--- src/rtl/regfile_pkg.sv ---
// Shared constants and the address-width helper for the register file and its read muxes.
package regfile_pkg;

  localparam int DEFAULT_WORD_LENGTH = 32;
  localparam int DEFAULT_NUM_REGS    = 32;

  // Smallest n with 2**n >= value; used at elaboration time only.
  function automatic int CeilLog2(input int value);
    int result;
    result = 0;
    for (int i = 0; i < 31; i++) begin
      if ((1 << i) < value) result = i + 1;
    end
    return result;
  endfunction

endpackage

--- src/rtl/mux_n_to_1.sv ---
// Parameterised N-to-1 word multiplexer; a select beyond NUM_INPUTS-1 yields zero.
module mux_n_to_1
  import regfile_pkg::*;
#(
  parameter int WORD_LENGTH = DEFAULT_WORD_LENGTH,
  parameter int NUM_INPUTS  = DEFAULT_NUM_REGS,
  parameter int SEL_BITS    = CeilLog2(NUM_INPUTS)
) (
  input  logic [NUM_INPUTS-1:0][WORD_LENGTH-1:0] data_in,
  input  logic [SEL_BITS-1:0]                    sel,
  output logic [WORD_LENGTH-1:0]                 data_out
);

  always_comb begin
    data_out = '0;
    for (int i = 0; i < NUM_INPUTS; i++) begin
      if (sel == SEL_BITS'(i)) data_out = data_in[i];
    end
  end

endmodule

--- src/rtl/multiport_register_file.sv ---
// One-write, two-read register file with optional hardwired zero register and
// optional registered read ports that bypass a same-cycle write (write-first).
module multiport_register_file
  import regfile_pkg::*;
#(
  parameter int WORD_LENGTH     = DEFAULT_WORD_LENGTH,
  parameter int NUM_REGS        = DEFAULT_NUM_REGS,
  parameter int NBITS           = CeilLog2(NUM_REGS),
  parameter bit ZERO_REG        = 1'b1,
  parameter bit READ_REGISTERED = 1'b0
) (
  input  logic                   clk,
  input  logic                   reset,
  input  logic                   Write_Enable,
  input  logic [NBITS-1:0]       Write_Register,
  input  logic [WORD_LENGTH-1:0] Write_Data,
  input  logic [NBITS-1:0]       Read_Register_1,
  input  logic [NBITS-1:0]       Read_Register_2,
  output logic [WORD_LENGTH-1:0] Read_Data_1,
  output logic [WORD_LENGTH-1:0] Read_Data_2
);

  // One extra bit so NUM_REGS == 2**NBITS is representable in the range check.
  localparam logic [NBITS:0] NUM_REGS_W = (NBITS + 1)'(NUM_REGS);

  logic [NUM_REGS-1:0][WORD_LENGTH-1:0] regs_d, regs_q;
  logic [NUM_REGS-1:0][WORD_LENGTH-1:0] read_src;
  logic [WORD_LENGTH-1:0]               mux_data_1, mux_data_2;
  logic                                 write_ok;

  always_comb begin
    write_ok = Write_Enable
            && ({1'b0, Write_Register} < NUM_REGS_W)
            && !(ZERO_REG && (Write_Register == '0));
  end

  always_comb begin
    regs_d = regs_q;
    if (write_ok) regs_d[Write_Register] = Write_Data;
  end

  always_ff @(posedge clk or negedge reset) begin
    if (!reset) regs_q <= '0;
    else        regs_q <= regs_d;
  end

  // Register 0 is never written when hardwired, but force it anyway so the read path never depends on that.
  always_comb begin
    read_src = regs_q;
    if (ZERO_REG) read_src[0] = '0;
  end

  mux_n_to_1 #(
    .WORD_LENGTH(WORD_LENGTH),
    .NUM_INPUTS (NUM_REGS),
    .SEL_BITS   (NBITS)
  ) u_rd1_mux (
    .data_in (read_src),
    .sel     (Read_Register_1),
    .data_out(mux_data_1)
  );

  mux_n_to_1 #(
    .WORD_LENGTH(WORD_LENGTH),
    .NUM_INPUTS (NUM_REGS),
    .SEL_BITS   (NBITS)
  ) u_rd2_mux (
    .data_in (read_src),
    .sel     (Read_Register_2),
    .data_out(mux_data_2)
  );

  generate
    if (READ_REGISTERED) begin : g_read_reg
      logic [WORD_LENGTH-1:0] rd1_d, rd1_q, rd2_d, rd2_q;

      // write_ok already excludes out-of-range and hardwired-zero targets, so bypass needs no extra guard.
      always_comb begin
        rd1_d = mux_data_1;
        rd2_d = mux_data_2;
        if (write_ok && (Read_Register_1 == Write_Register)) rd1_d = Write_Data;
        if (write_ok && (Read_Register_2 == Write_Register)) rd2_d = Write_Data;
      end

      always_ff @(posedge clk or negedge reset) begin
        if (!reset) begin
          rd1_q <= '0;
          rd2_q <= '0;
        end else begin
          rd1_q <= rd1_d;
          rd2_q <= rd2_d;
        end
      end

      assign Read_Data_1 = rd1_q;
      assign Read_Data_2 = rd2_q;
    end else begin : g_read_comb
      assign Read_Data_1 = mux_data_1;
      assign Read_Data_2 = mux_data_2;
    end
  endgenerate

endmodule

--- config.mk ---
export PLATFORM = sky130hd
export DESIGN_NAME = multiport_register_file
export DESIGN_NICKNAME = d
export VERILOG_FILES = /design/src/rtl/regfile_pkg.sv /design/src/rtl/mux_n_to_1.sv /design/src/rtl/multiport_register_file.sv
export SDC_FILE = /design/constraint.sdc
export NUM_CORES = 2
export LEC_CHECK = 0
export CORE_MARGIN = 3
export CORE_UTILIZATION = 40
export DETAILED_ROUTE_END_ITERATION = 6
export SYNTH_ARGS = -nofsm -noshare
export SYNTH_HDL_FRONTEND = slang
export SYNTH_SLANG_ARGS = --single-unit
--- constraint.sdc ---
create_clock -name clk -period 2.45 [get_ports clk]
set_input_delay 0.245 -clock clk [delete_from_list [all_inputs] [get_ports clk]]
set_output_delay 0.245 -clock clk [all_outputs]
set_load 0.05 [all_outputs]
* Yosys cells after proc, flatten, opt, wreduce, memory -nomap -nowiden
Cells that the tools add are included.
** Storage, ports and cells
- Flip-flop bits (word level) :: 1024
- Bits in latches :: 0
- RAM bits :: 0
- Memory bits (read-only) :: 0
- Input port bits :: 50
- Memories kept :: 0
** Cells by class
- Add/sub/neg operators :: 0
- Multiply operators :: 0
- Divide/modulo/power cells :: 0
- Order comparisons :: 2
- Equality and inequality tests :: 62
- Shift-type cells :: 0
- Muxes and demuxes :: 65
- Bitwise operators :: 0
- Reductions and logical operators :: 4
** Operators by type and width (count)
- $mux 32 :: 63
- $bwmux 1024 :: 1
- $demux 32 s5 :: 1
- $eq 5x5->1 const B :: 32
- $eq 5x4->1 const B :: 16
- $eq 5x3->1 const B :: 8
- $eq 5x2->1 const B :: 4
- $eq 5x1->1 const B :: 2
- $lt 5x6->1 const B :: 1
- $ge 5x1->1 const B :: 1
- $logic_not 5->1 :: 1
- $logic_and 1x1->1 :: 2
- $logic_not 1->1 :: 1

* Longest topological paths before layout
- Word-level depth :: 32
- Mapped depth :: 11
- Mapped depth without buffers :: 7

* Hierarchy
A second synthesis with hierarchy kept.
** Second synthesis, totals
- Cells, all modules :: 5320
- Area total of the unflattened synthesis :: 56568.0 um2
** By module, submodules not included
- multiport_register_file :: instances 1, cells each 2224, area an instance 37156.9 um2
- mux_n_to_1 :: instances 2, cells each 1548, area an instance 9705.6 um2

* Least setup slack after synthesis
OpenSTA, ideal clock, no wires.
- Kind :: in2out
- Start :: in Read_Register_1[2]
- End :: out Read_Data_1[11]
- Arrival time :: 2831 ps
- Data required time :: 2205 ps
- Path slack :: -626 ps
- Stages :: 8
- Buffers on the path :: 3
- Cells stage by stage :: buf_4 or2_2 or2_1 buf_2 clkbuf_1 o32ai_1 a31oi_1 a311oi_1
** Between the ends
- Longest elaborated chain between the ends :: 32
** Ends and longest elaborated chain
- from (decl) :: RTL line multiport_register_file.sv:17 : input logic [NBITS-1:0] Read_Register_1,
- $eq 5x1->1 :: RTL line mux_n_to_1.sv:17 : if (sel == SEL_BITS'(i)) data_out = data_in[i];
- $mux 32 (30 in a row) :: RTL line mux_n_to_1.sv:17
- $mux 32 (*) :: RTL line mux_n_to_1.sv:17
- to (decl) :: RTL line multiport_register_file.sv:19 : output logic [WORD_LENGTH-1:0] Read_Data_1,
Every way passes the cells marked *; elsewhere a longest branch is shown, timed or not.

* Worst setup path after layout
- Start :: reg regs_q (netlist bit read_src[137])
- End :: out Read_Data_2[9]
** Between the ends
- Longest elaborated chain between the ends :: 28
** Ends and longest elaborated chain
- from (decl) :: RTL line multiport_register_file.sv:26 : logic [NUM_REGS-1:0][WORD_LENGTH-1:0] regs_d, regs_q;
- from (signal assigned) :: RTL line multiport_register_file.sv:44 : else regs_q <= regs_d;
- $mux 32 (28 in a row) :: RTL line mux_n_to_1.sv:17
- to (decl) :: RTL line multiport_register_file.sv:20 : output logic [WORD_LENGTH-1:0] Read_Data_2
No other way between the ends.

==> flow_summary_export.csv <==
group,metric,value,unit
setup_path,reg2reg_from,"read_src[272]",
routing,vias_per_cell,6.80,
floorplanning,start_util,40.3,%
logic_synthesis,yosys-top-cells-count,"mux2_2 (1058), dfrtp_1 (992), o21ai_0 (449)",
timing,drv_slew,0,
routing,dr_wl_met3,38.2,mm
place,portBuffers,113,
timing,hold_viol,0,
timing,setup_viol,64,
status,status,"finished with violations",
logic_synthesis,synth_area_leaders,"dfrtp_1 (45%), mux2_2 (21%), o21ai_0 (4.0%)",
timing,rsz0062_at_grt,"yes",
logic_synthesis,synth_area,0.0555,mm^2
cells_and_area,seq_area,0.0248,mm^2
logic_synthesis,netlist.area_leader.share,44.7,%
cells_and_area,multi_input_area,0.0324,mm^2
cells_and_area,drive_above_1_share,50.7,%
routing,routedWlPerCell,36.3,um
setup_path,r2r_cells,3,
cells_and_area,largest_reg_flops,992,
cts,worstSkewPairLatency,0.77,ns
setup_path,setup.worst_path.end_class,"output port",
logic_synthesis,synth_seq_cells,992,
cts,cts_tree,"built",
place,preCtsSetupSlack,-1.28,ns
timing,worst_slack,-0.848,ns
routing,met2RoutedLength,122,mm
power_and_ir_drop,vdd_drop_max,0.578,mV
place,gp_congestion,1.06,
cells_and_area,area_growth_syn_to_layout,39.2,%
routing,drt_iter0_drc,9099,
floorplanning,die_area,0.143,mm^2
routing,wl_met1,111,mm
cts,htree_levels,3,
logic_synthesis,synth-main-ff-cell,"dfrtp_1",
global_routing,antenna_found_initial,10,
logic_synthesis,synth_top_cell_by_area,"dfrtp_1",
global_routing,grt_max_degree,117,
logic_synthesis,synth_most_common_cell,"mux2_2",
timing,hold_slack,0.0570,ns
global_routing,overflow,0,
cells_and_area,num-fill-cells,11700,
routing,routed-via-count,55300,
routing,antenna_left,0,
global_routing,grt_pass1_vias,53000,
logic_synthesis,synth_edf_count,0,
power_and_ir_drop,leakage,33.7,nW
cells_and_area,nets,6285,
logic_synthesis,synth_cell_types,85,
setup_path,path_class,"flop to output port",
timing,worst_pin_slew,0.813,ns
timing,finClkSkew,0,ns
logic_synthesis,syn_inst,5254,
cts,cts_buffer_depth,3,
logic_synthesis,yosysWarnings,0,
floorplanning,core,0.138,mm^2
logic_synthesis,avgSynthCellArea,10.6,um^2
routing,drt-total-wl,295,mm
setup_path,reg2reg_slack,1.38,ns
floorplanning,ios,114,
floorplanning,die_w,379,um
cells_and_area,post-route-util,56.1,%
setup_path,r2r_end,"read_src[272]",
global_routing,grt_pass1_wl,412,mm
job,max_cap_viol_count,0,
global_routing,grtUsageTotal,40.3,%
timing,period_share,135,%
setup_path,crit_path_max_fanout,2,
place,dp_hpwl,215,mm
logic_synthesis,yosysSeqAreaShare,44.7,%
logic_synthesis,async_reset_ff_share,100,%
cts,clkSlewWorstSetupHoldPaths,0.07,ns
min_path,holdCritPathClass,"input pin to async pin",
timing,fmax,303,MHz
status,violations,"setup timing",
timing,fin_crit,3.30,ns
routing,highest-signal-layer,"met5",
timing,slew_headroom,45.6,%
setup_path,cp.required,2.20,ns
setup_path,critPathArrivalTime,3.05,ns
routing,first_pass_iters,6,
routing,drc,0,
cts,root_buffer,"clkbuf_16",
setup_path,cp-start-kind,"flop",
logic_synthesis,syn_nets,5304,
power_and_ir_drop,power.density,711,mW/mm^2
floorplanning,row_count,136,
floorplanning,die_h,379,um
cts,cts.sinks,992,
cts,cts_made_buffers,112,
-- placed cells by master, fill, tap and decap left out, types with 29 or more instances in the layout --
| cell type | synthesis | routed |
|---|---|---|
| o21ai_2 | 0 | 48 |
| buf_8 | 0 | 30 |
| a21oi_1 | 366 | 281 |
| buf_6 | 7 | 140 |
| nand2_2 | 0 | 36 |
| mux2_2 | 1058 | 1045 |
| o21ai_1 | 7 | 70 |
| nor3_1 | 44 | 35 |
| a22oi_1 | 129 | 105 |
| nor2_1 | 264 | 209 |
| o221ai_1 | 65 | 42 |
| a22o_1 | 32 | 31 |
| o22ai_1 | 168 | 143 |
| nand3_1 | 81 | 63 |
| buf_12 | 0 | 186 |
| dfrtp_1 | 992 | 978 |
| a31oi_1 | 45 | 30 |
| o211ai_1 | 29 | 29 |
| o21ai_0 | 449 | 316 |
| nand2_1 | 307 | 264 |
| nor2_4 | 2 | 41 |
| a21oi_2 | 0 | 64 |
| buf_4 | 18 | 978 |
| clkdlybuf4s50_1 | 0 | 38 |
| mux2i_1 | 186 | 176 |
| clkbuf_8 | 0 | 31 |
| clkbuf_16 | 0 | 115 |
-- repair_timing --
action	in CTS	in global routing
pin swaps	226	179
endpoints found under the setup margin	64	64
endpoints found under the hold margin	563	0
cloned	5	0
gates resized for setup	782	259
hold buffers	1	0
setup buffers	122	44
-- cell type report --
cell class	instances	area share [%]
timing repair buffer	1383	17.8
inverter	11	0.0599
tap	1794	2.90
antenna	11	0.0356
clock inverter	43	0.810
clock buffer	164	4.34
multi-input combinational	3735	41.9
sequential	992	32.1
-- power by group --
part           total (W)  internal (W)  switching (W)  leakage [nW]
sequential        0.0229        0.0196        0.00333          12.7
clock             0.0185        0.0110        0.00746          1.97
combinational     0.0135       0.00663        0.00691          19.1
-- metrics by stage --
stage | TNS (ns) | power (W) | instances | area, um^2
after floorplan | -0.156 | 0.0282 | 5254 | 55800
after CTS | -24.27 | 0.0539 | 8090 | 75900
after detailed placement | -43.25 | 0.0344 | 7782 | 67700
after global routing | -27.08 | 0.0564 | 8122 | 77200
after global placement | -43.13 | 0.0340 | 7782 | 67700
final | -25.48 | 0.0549 | 8133 | 77300
-- how the worst max path moves through the flow --
stage,from,end,slack [ns]
floorplan,Read_Register_1[0],Read_Data_1[11],-0.16
global placement,Read_Register_2[2],Read_Data_2[28],-1.20
detailed placement,Read_Register_2[3],Read_Data_2[28],-1.28
CTS,read_src[137],Read_Data_2[9],-0.83
global route,read_src[137],Read_Data_2[9],-0.86
finish,read_src[137],Read_Data_2[9],-0.85
-- cell families (layout without fill, tap and decap cells) --
logic type	Yosys count	count (layout)	share of synthesized area (%)
other	0	11	0
AO/OA/AOI/OAI	1607	1607	18.4
multiplexers	1259	1259	25.4
buffers and inverters	527	1601	4.14
adder cells (fa/ha/maj)	2	2	0.0361
flip-flops	992	992	44.7
AND/OR/NAND/NOR	867	867	7.28
-- layer usage --
metal  track usage (%)  up-vias
met3              12.1     1216
met2              58.4     4522
met1              52.6    27800
li1                  -    21800
met4              25.0        6
met5                 0        -
-- critical path, stage by stage (launching register included) --
cell and delay [ns]:
dfrtp_1 0.38, mux2_4 0.27, a22oi_2 0.17, o22ai_2 0.13, o221a_4 0.28, o211ai_1 0.43, a21oi_1 0.13, a221o_1 0.36
buf_12 0.18
(Power assumes the default switching activity.)
